`src/rtl/lsu_ctrl.sv`:
```
`default_nettype none
// ============================================================================
//  Module   : lsu_ctrl
//  Brief    : Load/store unit controller. Accepts one RISC-V style access at a
//             time, issues a single aligned memory beat with byte mask, waits
//             for the memory response and returns extended load data or an
//             error (misaligned, illegal size code, or timeout).
//  Revision : 1.0 - initial release
// ============================================================================
module lsu_ctrl #(
  parameter int DATA_WIDTH = 32,
  parameter int ADDR_WIDTH = 32,
  parameter int TIMEOUT    = 255
) (
  input  logic                      clk,
  input  logic                      rst_n,
  input  logic                      req_valid,
  output logic                      req_ready,
  input  logic                      req_we,
  input  logic [2:0]                req_fun3,
  input  logic [ADDR_WIDTH-1:0]     req_addr,
  input  logic [DATA_WIDTH-1:0]     req_wdata,
  output logic                      resp_valid,
  output logic [DATA_WIDTH-1:0]     resp_rdata,
  output logic                      resp_err,
  output logic [1:0]                resp_cause,
  output logic                      mem_req,
  input  logic                      mem_gnt,
  output logic                      mem_we,
  output logic [ADDR_WIDTH-1:0]     mem_addr,
  output logic [DATA_WIDTH/8-1:0]   mem_wmask,
  output logic [DATA_WIDTH-1:0]     mem_wdata,
  input  logic                      mem_rvalid,
  input  logic [DATA_WIDTH-1:0]     mem_rdata
);

  localparam int NB = DATA_WIDTH / 8;
  localparam int LB = $clog2(NB);
  localparam int CW = $clog2(TIMEOUT + 1);
  localparam logic [CW-1:0] CNT_LAST = CW'(TIMEOUT - 1);

  localparam logic [1:0] S_IDLE = 2'd0;
  localparam logic [1:0] S_REQ  = 2'd1;
  localparam logic [1:0] S_WAIT = 2'd2;
  localparam logic [1:0] S_RESP = 2'd3;

  localparam logic [1:0] C_NONE  = 2'b00;
  localparam logic [1:0] C_MISAL = 2'b01;
  localparam logic [1:0] C_ILLEG = 2'b10;
  localparam logic [1:0] C_TMO   = 2'b11;

  logic [1:0]            state;
  logic [1:0]            state_nxt;
  logic                  we_q;
  logic [2:0]            fun3_q;
  logic [ADDR_WIDTH-1:0] addr_q;
  logic [DATA_WIDTH-1:0] wdata_q;
  logic [CW-1:0]         cnt;
  logic [DATA_WIDTH-1:0] rdata_q;
  logic                  err_q;
  logic [1:0]            cause_q;

  logic                  acc_illegal;
  logic                  acc_misal;
  logic                  accept;
  logic                  acc_err;
  logic                  rsp_ok;
  logic                  tmo;
  logic [LB-1:0]         lane;
  logic [LB+2:0]         bit_shift;
  logic [NB-1:0]         size_mask;
  logic [DATA_WIDTH-1:0] ld_shift;
  logic [DATA_WIDTH-1:0] ld_mask;
  logic                  ld_sign;
  logic [DATA_WIDTH-1:0] ld_ext;

  // Classify the incoming request: legal size code for this bus width, natural alignment
  always_comb begin
    acc_illegal = 1'b1;
    case (req_fun3)
      3'b000, 3'b001, 3'b010: acc_illegal = 1'b0;
      3'b011:                 acc_illegal = (DATA_WIDTH != 64);
      3'b100, 3'b101:         acc_illegal = req_we;
      3'b110:                 acc_illegal = req_we || (DATA_WIDTH != 64);
      default:                acc_illegal = 1'b1;
    endcase
    acc_misal = 1'b0;
    case (req_fun3[1:0])
      2'b00:   acc_misal = 1'b0;
      2'b01:   acc_misal = req_addr[0];
      2'b10:   acc_misal = |req_addr[1:0];
      default: acc_misal = |req_addr[2:0];
    endcase
  end

  assign accept  = (state == S_IDLE) && req_valid;
  assign acc_err = acc_illegal || acc_misal;
  // A response arriving on the last budgeted cycle still counts as success.
  assign rsp_ok  = (state == S_WAIT) && mem_rvalid;
  assign tmo     = ((state == S_REQ) || (state == S_WAIT)) && (cnt == CNT_LAST) && !rsp_ok;

  assign lane      = addr_q[LB-1:0];
  assign bit_shift = {lane, 3'b000};

  // Byte-lane mask for the access size and load-data alignment/extension
  always_comb begin
    size_mask = '0;
    ld_mask   = '1;
    ld_shift  = mem_rdata >> bit_shift;
    ld_sign   = 1'b0;
    case (fun3_q[1:0])
      2'b00: begin
        size_mask = NB'(8'h01);
        ld_mask   = DATA_WIDTH'(8'hFF);
        ld_sign   = ld_shift[7];
      end
      2'b01: begin
        size_mask = NB'(8'h03);
        ld_mask   = DATA_WIDTH'(16'hFFFF);
        ld_sign   = ld_shift[15];
      end
      2'b10: begin
        size_mask = NB'(8'h0F);
        ld_mask   = DATA_WIDTH'(32'hFFFF_FFFF);
        ld_sign   = ld_shift[31];
      end
      default: begin
        size_mask = NB'(8'hFF);
        ld_mask   = '1;
        ld_sign   = 1'b0;
      end
    endcase
    if (fun3_q[2]) begin
      ld_sign = 1'b0;
    end
    ld_ext = (ld_shift & ld_mask) | (ld_sign ? ~ld_mask : '0);
  end

  // State register
  always_ff @(posedge clk or negedge rst_n) begin
    if (!rst_n) begin
      state <= S_IDLE;
    end else begin
      state <= state_nxt;
    end
  end

  // Next-state decision
  always_comb begin
    state_nxt = state;
    case (state)
      S_IDLE: begin
        if (req_valid) begin
          state_nxt = acc_err ? S_RESP : S_REQ;
        end
      end
      S_REQ: begin
        if (tmo) begin
          state_nxt = S_RESP;
        end else if (mem_gnt) begin
          state_nxt = S_WAIT;
        end
      end
      S_WAIT: begin
        if (rsp_ok || tmo) begin
          state_nxt = S_RESP;
        end
      end
      default: state_nxt = S_IDLE;
    endcase
  end

  // Capture the request fields at accept time
  always_ff @(posedge clk or negedge rst_n) begin
    if (!rst_n) begin
      we_q    <= 1'b0;
      fun3_q  <= 3'b000;
      addr_q  <= '0;
      wdata_q <= '0;
    end else if (accept) begin
      we_q    <= req_we;
      fun3_q  <= req_fun3;
      addr_q  <= req_addr;
      wdata_q <= req_wdata;
    end
  end

  // Cycle budget counter for the REQ+WAIT phase
  always_ff @(posedge clk or negedge rst_n) begin
    if (!rst_n) begin
      cnt <= '0;
    end else if (accept) begin
      cnt <= '0;
    end else if ((state == S_REQ) || (state == S_WAIT)) begin
      cnt <= cnt + CW'(1);
    end
  end

  // Response registers: set by accept-time errors, timeout or memory response
  always_ff @(posedge clk or negedge rst_n) begin
    if (!rst_n) begin
      rdata_q <= '0;
      err_q   <= 1'b0;
      cause_q <= C_NONE;
    end else if (accept) begin
      rdata_q <= '0;
      err_q   <= acc_err;
      cause_q <= acc_illegal ? C_ILLEG : (acc_misal ? C_MISAL : C_NONE);
    end else if (rsp_ok) begin
      rdata_q <= we_q ? '0 : ld_ext;
      err_q   <= 1'b0;
      cause_q <= C_NONE;
    end else if (tmo) begin
      rdata_q <= '0;
      err_q   <= 1'b1;
      cause_q <= C_TMO;
    end
  end

  // Outputs decoded from the current state; everything idles at zero
  always_comb begin
    req_ready  = (state == S_IDLE);
    resp_valid = (state == S_RESP);
    resp_rdata = (state == S_RESP) ? rdata_q : '0;
    resp_err   = (state == S_RESP) ? err_q : 1'b0;
    resp_cause = (state == S_RESP) ? cause_q : C_NONE;
    mem_req    = 1'b0;
    mem_we     = 1'b0;
    mem_addr   = '0;
    mem_wmask  = '0;
    mem_wdata  = '0;
    if (state == S_REQ) begin
      mem_req  = 1'b1;
      mem_we   = we_q;
      mem_addr = {addr_q[ADDR_WIDTH-1:LB], {LB{1'b0}}};
      if (we_q) begin
        mem_wmask = size_mask << lane;
        mem_wdata = wdata_q << bit_shift;
      end
    end
  end

endmodule
`default_nettype wire

```
`config.mk`:
```
export PLATFORM = sky130hd
export DESIGN_NAME = lsu_ctrl
export DESIGN_NICKNAME = d
export VERILOG_FILES = /design/src/rtl/lsu_ctrl.sv
export SDC_FILE = /design/constraint.sdc
export NUM_CORES = 1
export LEC_CHECK = 0
export BUFFER_PORTS_ARGS = -buffer_cell sky130_fd_sc_hd__buf_2
export CORE_AREA = 2 2 192 100
export CTS_BUF_LIST = sky130_fd_sc_hd__clkbuf_4 sky130_fd_sc_hd__clkbuf_8 sky130_fd_sc_hd__clkbuf_16
export CTS_CLUSTER_SIZE = 24
export DETAILED_ROUTE_END_ITERATION = 16
export DIE_AREA = 0 0 194 102
export GPL_ROUTABILITY_DRIVEN = 0
export GPL_TIMING_DRIVEN = 0
export PLACE_DENSITY = 0.67
export REMOVE_ABC_BUFFERS = 1
export SETUP_SLACK_MARGIN = 0.3
export SKIP_LAST_GASP = 1
export SYNTH_ARGS = -nofsm -noshare
export SYNTH_HDL_FRONTEND = slang
export SYNTH_SLANG_ARGS = --single-unit
```
`constraint.sdc`:
```
create_clock -name clk -period 6.3 [get_ports clk]
set_input_delay 0.63 -clock clk [delete_from_list [all_inputs] [get_ports clk]]
set_output_delay 0.63 -clock clk [all_outputs]
set_load 0.01 [all_outputs]
```
==> impl_metrics.yaml, run 1 <==
outcome:
  outcome: "completed"
timing:
  finalCriticalPeriod_ps: 4639
  max_freq_mhz: 215.5
  rsz0062_at_grt: "false"
  maxSlewViolCount: 0
  finClkSkew_ps: 10.66
  whs_ps: 132.2
  setup_slack_ps: 1661
  final_hold_viol_count: 0
  tightest_slew_ps: 1087
  tns_ps: 0
  maxSlewHeadroom: 0.2752
  fin_crit_sh: 0.7364
  setup_viol: 0
layout:
  final_nets: 987
  drive_gt1_frac: 0.3037
  design_area_mm2: 0.007931
  area_delta_synth_final_pct: 31.13
  n_fill_cell: 1800
  final_core_util: 0.4396
  n_antenna_cell: 0
worst_setup_path:
  r2r_slack_ps: 3310
  cp.arrival_ps: 4010
  worst-setup-path-type: "reg2out"
  setup.worst_path.start_class: "flop"
  reg2reg_from: "state[0]"
  cp_max_fo: 34
  rr_worst_depth: 6
  startpoint: "state[1]"
  worst_setup_path_end_kind: "output pin"
  crit_required_ps: 5670
  cp-endpoint: "mem_wdata[0]"
  reg2reg_to: "rdata_q[27]"
floorplanning:
  floorplan.initialDensity: 0.3352
  die_h_um: 102
  die_area_mm2: 0.01979
  core_mm2: 0.01804
  io_pins: 212
  die_w_um: 194
  rows: 35
drt:
  firstDrtPassIters: 5
  vias: 5453
  ant_nets: 0
  drt_iter0_markers: 253
  vias_per_cell: 4.830
  post-route-drc-count: 0
  wl_per_cell_um: 15.88
  wirelength_um: 17930
grt:
  grt_overflow_total: 0
  grt_pass1_wl_um: 28590
  grt_pass1_vias: 5188
  antenna_found_initial: 1
  grt_usage: 0.1849
  grt_max_degree: 80
power_and_ir_drop:
  vdd_ir_drop_max_mv: 0.1707
  powerDensity_mw_per_mm2: 463.4
  leakage_nw: 4.269
logic_synthesis:
  synth_seq_cells: 113
  yosysWarningCount: 0
  ys.flop_type: "dfrtp_1"
  avgSynthCellArea_um2: 8.766
  synth_cells: 690
  async_reset_ff_frac: 1.000
  yosysUniqueCellTypes: 43
  synth_top_area_share: 0.4675
  synth_edf_count: 0
  netlist_area_mm2: 0.006048
  yosysTopAreaCell: "dfrtp_1"
  synth_common_cells: "218 x nand2_1, 113 x dfrtp_1, 73 x and2_1"
  synthTopCellsByArea: "dfrtp_1 47%, nand2_1 14%, and2_1 7.6%, mux2i_1 5.5%, nor2_1 2.7%"
  yosysMostFrequentCell: "nand2_1"
  ys_seq_area_frac: 0.4675
cts:
  post_cts_buffers: 0
  clock_sinks: 113
  cts-buffers-inserted: 17
  root_buffer: "clkbuf_16"
  cts_tree: "built"
  path_clk_slew_ps: 60
  cts_max_level: 4
  clkLatencyLatePin_ps: 410
  cts_resized: 0
  cts_hold_buf: 0
  clock_path_buffers: 2
min_path:
  hold_class: "in2async"
placement:
  dp_slack_ps: 1974
  port_buffers: 209
  placed_area_mm2: 0.007311
  place_hpwl_um: 12450
flow_run:
  maxCapViolCount: 0
sequential cells by signal (all words and copies together), names as in the netlist:
signal	count
addr_q	32
cause_q	2
cnt	8
rdata_q	32
err_q	1
state	2
wdata_q	32
we_q	1
fun3_q	3
final cells by class:
type | instances | area (um2) | area share
multi-input combinational | 519 | 2973 | 0.3748
sequential | 113 | 2830 | 0.3568
timing repair buffer | 215 | 1170 | 0.1475
clock buffer | 18 | 439.2 | 0.05537
tap | 240 | 300.3 | 0.03786
clock inverter | 14 | 181.4 | 0.02287
inverter | 10 | 37.54 | 0.004733
layout by cell type, fill, tap and decap left out, drive strengths merged, types with 4 or more instances in the layout:
master,instances
a211oi,16
a21oi,18
a221o,16
a22o,16
and2,73
buf,215
clkbuf,18
clkinv,4
clkinvlp,4
dfrtp,113
ha,6
inv,13
mux2,10
mux2i,33
nand2,218
nand3,4
nor2,43
nor2b,11
o21ai,16
xor2,6
report_power, final:
| group | leakage (nW) | internal [mW] | total [mW] | switching (mW) |
|---|---|---|---|---|
| combinational | 2.53 | 0.593 | 1.41 | 0.812 |
| sequential | 1.45 | 1.01 | 1.26 | 0.255 |
| clock | 0.290 | 0.638 | 1.01 | 0.371 |
through the flow:
stage / total power, mW / std cells
6_report: 3.676 / 1129
5_1_grt: 3.963 / 1129
4_1_cts: 3.721 / 1129
3_5_place_dp: 2.693 / 1097
3_3_place_gp: 2.636 / 1091
2_1_floorplan: 2.151 / 642
worst min-delay path by stage:
stage	start	to	depth (start not counted)
after floorplan	rst_n	addr_q[0]	0
after global placement	addr_q[11]	addr_q[11]	2
after detailed placement	addr_q[22]	addr_q[22]	2
after CTS	rst_n	wdata_q[10]	1
after global routing	rst_n	addr_q[20]	1
final	rst_n	wdata_q[2]	1
worst max-delay path, stage by stage, from the launching register on:
cell,delay [ps]
dfrtp_1,410
inv_1,90
ha_1,790
nand2_1,770
or2_2,650
nor2_1,500
and2_1,230
buf_2,130
cell families after synthesis:
logic type      share of synthesized area
compound gates                     0.1163
fa+ha+maj                         0.01241
mux                               0.07696
buf+inv                           0.04324
simple gates                       0.2729
other cells                     0.0006200
xor+xnor                          0.01014
flops                              0.4675
routing by layer:
metal,routed length [um],global-route usage
met2,7376,0.2702
met1,9013,0.2717
met4,146,0.04545
met3,1379,0.04950
met5,13,0
Note: power is estimated with default switching activity, not from simulation.
==> inputs of run 2 (changes only) <==
--- a/config.mk
+++ b/config.mk
@@ -5,12 +5,13 @@
 export SDC_FILE = /design/constraint.sdc
 export NUM_CORES = 1
 export LEC_CHECK = 0
+export ABC_AREA = 1
 export BUFFER_PORTS_ARGS = -buffer_cell sky130_fd_sc_hd__buf_2
-export CORE_AREA = 2 2 192 100
+export CORE_AREA = 2 2 196 102
 export CTS_BUF_LIST = sky130_fd_sc_hd__clkbuf_4 sky130_fd_sc_hd__clkbuf_8 sky130_fd_sc_hd__clkbuf_16
 export CTS_CLUSTER_SIZE = 24
 export DETAILED_ROUTE_END_ITERATION = 16
-export DIE_AREA = 0 0 194 102
+export DIE_AREA = 0 0 198 104
 export GPL_ROUTABILITY_DRIVEN = 0
 export GPL_TIMING_DRIVEN = 0
 export PLACE_DENSITY = 0.67
==> constraint.sdc (replaced) <==
create_clock -name clk -period 4.5 [get_ports clk]
set_input_delay 0.45 -clock clk [delete_from_list [all_inputs] [get_ports clk]]
set_output_delay 0.45 -clock clk [all_outputs]
set_load 0.01 [all_outputs]
==> run 2 against run 1 <==
  * Critical path depth up 2
  * Combinational power increased by 54%
  * Register-to-register slack got worse by 1500 ps
  * Cell count rose by 21%
  * Utilization is 0.63 points lower
  * First-iteration DRC count up 38%
  * Largest cell class is now registers
==> impl_metrics.yaml, run 2 <==
outcome:
  outcome: "completed"
grt:
  grt_overflow_total: 0
  grt_pass1_vias: 5907
  antenna_found_initial: 3
  grt_pass1_wl_um: 30530
  grt_usage: 0.1864
  grt_max_degree: 58
timing:
  setup_slack_ps: 863.8
  rsz0062_at_grt: "false"
  tightest_slew_ps: 1119
  finClkSkew_ps: 8.110
  tns_ps: 0
  maxSlewViolCount: 0
  maxSlewHeadroom: 0.2530
  finalCriticalPeriod_ps: 3636
  setup_viol: 0
  whs_ps: 10.23
  fin_crit_sh: 0.8080
  final_hold_viol_count: 0
  max_freq_mhz: 275.0
power_and_ir_drop:
  seqPwrFrac: 0.331
  combPwrFrac: 0.392
  p_sw_mw: 2.300
  power.internal_mw: 3.248
  power.total_mw: 5.548
  powerDensity_mw_per_mm2: 675.2
  sw_frac_of_total: 0.4146
  leakage_nw: 5.026
  vdd_ir_drop_max_mv: 0.2785
  clkPwrFrac: 0.278
drt:
  vias_per_cell: 4.607
  ant_nets: 0
  post-route-drc-count: 0
  wl_per_cell_um: 13.89
  wirelength_um: 18930
  vias: 6279
  firstDrtPassIters: 6
  drt_iter0_markers: 349
worst_setup_path:
  rr_worst_depth: 9
  setup.worst_path.start_class: "flop"
  reg2reg_to: "rdata_q[30]"
  cp.arrival_ps: 3190
  r2r_slack_ps: 1810
  cp_max_fo: 34
  crit_required_ps: 4050
  worst-setup-path-type: "reg2out"
  worst_setup_path_end_kind: "output pin"
  reg2reg_from: "state[0]"
cts:
  cts_hold_buf: 0
  cts-buffers-inserted: 17
  path_clk_slew_ps: 60
  clkLatencyLatePin_ps: 410
  cts_max_level: 4
  clock_sinks: 113
  root_buffer: "clkbuf_16"
  cts_tree: "built"
  clock_path_buffers: 2
floorplanning:
  floorplan.initialDensity: 0.3315
  core_mm2: 0.01896
  die_area_mm2: 0.02059
  rows: 36
  die_w_um: 198
  die_h_um: 104
  io_pins: 212
layout:
  final_cell_mix: "408 x nand2_1, 208 x buf_2, 112 x dfrtp_1"
  drive_gt1_frac: 0.2395
  multiInputGateArea_mm2: 0.002811
  layout_commonest_cell: "nand2_1"
  reg_top3: "addr_q: 32 flops, rdata_q: 32 flops, wdata_q: 32 flops"
  final_nets: 1192
  n_fill_cell: 1981
  area_delta_synth_final_pct: 30.71
  fin_cells: 1363
  regArea_mm2: 0.002829
logic_synthesis:
  synth_adder_area_share: 0.01194
  yosysUniqueCellTypes: 31
  ys.flop_type: "dfrtp_1"
  synth_top_area_share: 0.4498
  synth_cells: 901
  synth_seq_cells: 113
  synthSimpleGateAreaFrac: 0.3252
  yosysMostFrequentCell: "nand2_1"
  async_reset_ff_frac: 1.000
  avgSynthCellArea_um2: 6.977
  synth_xor_area_frac: 0
  yosysTopAreaCell: "dfrtp_1"
  synthMuxAreaShare: 0.01274
  synthTopCellsByArea: "dfrtp_1 45%, nand2_1 24%, inv_1 6.3%, o21ai_0 5.2%, nand3_1 3.7%"
  synth_edf_count: 0
  netlist_area_mm2: 0.006286
  synth_compound_area_frac: 0.09395
  synth_top_family_by_area: "simple AND/OR/NAND/NOR gates"
  ys_seq_area_frac: 0.4498
  yosysWarningCount: 0
  synth_common_cells: "409 x nand2_1, 113 x dfrtp_1, 105 x inv_1"
placement:
  port_buffers: 209
  dp_slack_ps: 816.1
  place_hpwl_um: 13060
  dp.cells: 1328
flow_run:
  maxCapViolCount: 0
min_path:
  hold_class: "in2async"
run 2: cell types whose count changed after synthesis, moves of 10 or more:
| cell | delta |
|---|---|
| a211oi_1 | -13 |
| a21oi_1 | -13 |
| a221o_1 | -16 |
| a22o_1 | -15 |
| and2_1 | -73 |
| inv_1 | +95 |
| mux2_2 | -10 |
| mux2i_1 | -25 |
| nand2_1 | +191 |
| nand3_1 | +42 |
| nor2b_1 | -11 |
| o21ai_0 | +49 |
| o32ai_1 | +16 |
run 2: final cells by class:
class / instances / share of cell area
inverters: 108 / 0.04934
multi-input cells: 627 / 0.3422
repair buffers: 214 / 0.1421
flip-flops and latches: 113 / 0.3443
clock buffers: 20 / 0.05604
well taps: 266 / 0.04051
clock inverters: 12 / 0.02467
diodes: 3 / 0.0009137
run 2: cell families after synthesis:
kind of cell             after synthesis
AND/OR/NAND/NOR                      512
other                                  1
flip-flops                           113
multiplexers                           8
AO/OA/AOI/OAI                         99
buffers and inverters                162
adder cells (fa/ha/maj)                6
run 2: routing by layer:
metal,global-route usage,vias up,routed length (um)
li1,-,3136,-
met1,0.2701,2891,9530
met2,0.2669,225,7571
met3,0.05707,23,1568
met4,0.04995,4,228
met5,0,-,27
run 2: repair_timing:
action                                  in CTS  in global routing
endpoints found under the setup margin       0                 12
gates resized for setup                      0                  1
buffers inserted                             0                  0
run 2: metrics by stage:
step           utilization  instance area (um2)
6_report            0.4333                 8217
5_1_grt             0.4329                 8209
4_1_cts             0.4326                 8204
3_5_place_dp        0.3977                 7541
3_3_place_gp        0.3907                 7410
2_1_floorplan            -                 6031
run 2: power by group through the flow:
stage	clock network [mW]	logic, mW	registers, mW
3_5_place_dp	0	2.19	1.83
4_1_cts	1.57	2.20	1.83
2_1_floorplan	0	1.45	1.76
5_1_grt	1.61	2.48	1.90
6_report	1.54	2.17	1.83
3_3_place_gp	0	2.07	1.87
run 2: worst max path at each step:
stage               startpoint      endpoint  slack (ps)  cells after the start
floorplan             state[0]    rdata_q[7]          -1                      7
global placement      state[0]    rdata_q[5]       -2890                      7
detailed placement    state[1]  mem_wdata[5]         820                      9
CTS                   state[1]  mem_wdata[5]         380                      9
global route          state[1]  mem_wdata[5]         500                      9
finish                state[1]  mem_wdata[5]         860                      9
run 2: worst max-delay path, stage by stage (launching register included):
cell and delay, ps:
dfrtp_1 430, inv_1 100, ha_2 640, nand2_1 260
nor2_1 170, inv_1 370, nor2_1 250, inv_1 200
nor2_1 190, buf_2 160
==> inputs of run 3 (changes only) <==
--- a/config.mk
+++ b/config.mk
@@ -5,13 +5,13 @@
 export SDC_FILE = /design/constraint.sdc
 export NUM_CORES = 1
 export LEC_CHECK = 0
-export ABC_AREA = 1
+export ABC_AREA = 0
 export BUFFER_PORTS_ARGS = -buffer_cell sky130_fd_sc_hd__buf_2
-export CORE_AREA = 2 2 196 102
+export CORE_AREA = 2 2 192 100
 export CTS_BUF_LIST = sky130_fd_sc_hd__clkbuf_4 sky130_fd_sc_hd__clkbuf_8 sky130_fd_sc_hd__clkbuf_16
 export CTS_CLUSTER_SIZE = 24
 export DETAILED_ROUTE_END_ITERATION = 16
-export DIE_AREA = 0 0 198 104
+export DIE_AREA = 0 0 194 102
 export GPL_ROUTABILITY_DRIVEN = 0
 export GPL_TIMING_DRIVEN = 0
 export PLACE_DENSITY = 0.67
==> constraint.sdc (replaced) <==
create_clock -name clk -period 3.4 [get_ports clk]
set_input_delay 0.34 -clock clk [delete_from_list [all_inputs] [get_ports clk]]
set_output_delay 0.34 -clock clk [all_outputs]
set_load 0.01 [all_outputs]
==> run 3 against run 2 <==
  * Sequential cell count stayed put
  * Clock skew up 3.5 ps
  * Critical path depth fell by 2
  * Sequential share of layout area increased by 1.1 points
  * First-iteration DRC count decreased by 26%
  * Power increased by 23%
  * Setup slack got worse by 390 ps
  * Clock power is 21% higher
  * Sequential power increased by 28%
  * Non-clock buffer count rose by 2
  * Routed wire length shrank 5.2%
  * Cell count is 17% lower
  * Critical endpoint is now mem_wdata[0]
  * Largest cell class is now multi-input gates
==> impl_metrics.yaml, run 3 (same netlist as run 1, synthesis figures left out) <==
drt:
  ant_nets: 0
  firstDrtPassIters: 5
  drt_iter0_markers: 257
  wirelength_um: 17950
  post-route-drc-count: 0
  vias_per_cell: 4.814
  wl_per_cell_um: 15.88
  vias: 5440
timing:
  tns_ps: 0
  max_freq_mhz: 342.1
  tightest_slew_ps: 1142
  finalCriticalPeriod_ps: 2923
  fin_crit_sh: 0.8598
  setup_viol: 0
  rsz0062_at_grt: "false"
  maxSlewHeadroom: 0.2390
  finClkSkew_ps: 11.65
  final_hold_viol_count: 0
  maxSlewViolCount: 0
power_and_ir_drop:
  vdd_ir_drop_max_mv: 0.2866
  leakage_nw: 4.282
  sw_frac_of_total: 0.3923
  clkPwrFrac: 0.274
  seqPwrFrac: 0.342
  power.internal_mw: 4.157
  power.total_mw: 6.841
  combPwrFrac: 0.384
  p_sw_mw: 2.683
  powerDensity_mw_per_mm2: 858.2
floorplanning:
  die_h_um: 102
  rows: 35
  floorplan.initialDensity: 0.3352
  die_w_um: 194
  core_mm2: 0.01804
  io_pins: 212
  die_area_mm2: 0.01979
worst_setup_path:
  cp.depth: 7
  cp_max_fo: 34
  slowest_stage: "or2_2"
  cpPeakStageDelay_ps: 480
  reg2reg_from: "state[0]"
  startpoint: "state[1]"
  reg2reg_to: "rdata_q[16]"
  crit_required_ps: 3060
  cp_top_family: "simple AND/OR/NAND/NOR gates"
  critPathBufInv: 2
  rr_worst_depth: 7
  worst_setup_path_end_kind: "output pin"
  path_cells: "inv_1, ha_4, nand2_4, or2_2, nor2_4, and2_1, buf_2"
  r2r_slack_ps: 570
  worst-setup-path-type: "reg2out"
  cp.arrival_ps: 2580
  setup.worst_path.start_class: "flop"
  cp-endpoint: "mem_wdata[0]"
grt:
  antenna_found_initial: 1
  grt_max_degree: 80
  grt_pass1_vias: 5187
  grt_overflow_total: 0
  grt_usage: 0.1849
  grt_pass1_wl_um: 28570
outcome:
  outcome: "completed"
layout:
  n_antenna_cell: 0
  drive_gt1_frac: 0.3079
  reg_top3: "addr_q: 32 flops, rdata_q: 32 flops, wdata_q: 32 flops"
  area_delta_synth_final_pct: 31.80
  final_core_util: 0.4418
  final_cell_mix: "216 x nand2_1, 208 x buf_2, 111 x dfrtp_1"
  layout_commonest_cell: "nand2_1"
  final_nets: 988
cts:
  cts-buffers-inserted: 17
  clock_sinks: 113
  clkLatencyLatePin_ps: 410
  clock_path_buffers: 2
  cts_max_level: 4
  cts_tree: "built"
  root_buffer: "clkbuf_16"
  post_cts_buffers: 0
  path_clk_slew_ps: 60
placement:
  port_buffers: 209
  place_hpwl_um: 12450
min_path:
  min_path_cells: 3
  hold_class: "in2reg"
flow_run:
  maxCapViolCount: 0
==> run 3: cell types whose count changed in the layout (fill, tap and decap cells not counted), moves of 9 or more <==
cell | before | now
o32ai_1 | 16 | 0
inv_1 | 104 | 10
a221o_1 | 0 | 16
nand3_1 | 46 | 4
o21ai_0 | 65 | 16
nand2_1 | 408 | 216
nor2b_1 | 0 | 9
a21oi_1 | 5 | 18
mux2_2 | 0 | 10
a22o_1 | 1 | 16
and2_1 | 0 | 72
mux2i_1 | 8 | 33
a211oi_1 | 3 | 16
==> run 3: layout make-up <==
type                            count  area (um2)
Clock inverter                     14       181.4
Inverter                           10       37.54
Multi-Input combinational cell    519        3003
Fill cell                        1797       10070
Sequential cell                   113        2830
Clock buffer                       18       439.2
Timing Repair Buffer              216        1180
Tap cell                          240       300.3
==> run 3: through the flow <==
| stage | cells | hold WS, ps | worst slack (ps) | cell area (um2) |
|---|---|---|---|---|
| final | 1130 | 115.4 | 476.7 | 7971 |
| after global routing | 1130 | 106.1 | 314.1 | 7971 |
| after CTS | 1130 | 103.7 | 288.1 | 7964 |
| after detailed placement | 1097 | 276.7 | -636.2 | 7311 |
| after global placement | 1091 | 450.9 | -1930 | 7174 |
| after floorplan | 642 | 44.41 | -212.5 | 5828 |
==> run 3: routing by layer <==
layer	up-vias	track usage	routed length (um)
li1	2665	-	-
met1	2557	0.2715	9057
met2	199	0.2702	7429
met3	17	0.04950	1299
met4	2	0.04545	149
met5	-	0	13
==> run 3: worst min path at each step <==
stage / slack, ps / startpoint / to
global placement: 450 / addr_q[11] / addr_q[11]
CTS: 100 / req_addr[7] / addr_q[7]
finish: 120 / req_wdata[25] / wdata_q[25]
detailed placement: 280 / rst_n / wdata_q[10]
floorplan: 40 / rst_n / addr_q[0]
global route: 110 / req_addr[24] / addr_q[24]
==> run 3: worst register-to-register path, stage by stage (launching register included) <==
cell and delay (ps):
dfrtp_1 410, inv_1 100, ha_1 320, nand2_2 580, nand2_1 250, nor2_2 680
buf_8 250, a221o_1 170
==> run 3: what timing repair did <==
| item | in CTS | in global routing |
|---|---|---|
| hold endpoints to repair | 39 | 0 |
| resized for setup | 5 | 2 |
| endpoints found under the setup margin | 37 | 16 |
| hold buffers | 1 | 0 |
==> run 3: power by group through the flow <==
stage | Clock, mW | Combinational, mW | Sequential (mW)
final | 1.87 | 2.63 | 2.34
after global routing | 1.99 | 2.96 | 2.42
after CTS | 1.91 | 2.67 | 2.34
after detailed placement | 0 | 2.64 | 2.35
after global placement | 0 | 2.44 | 2.45
after floorplan | 0 | 1.72 | 2.26
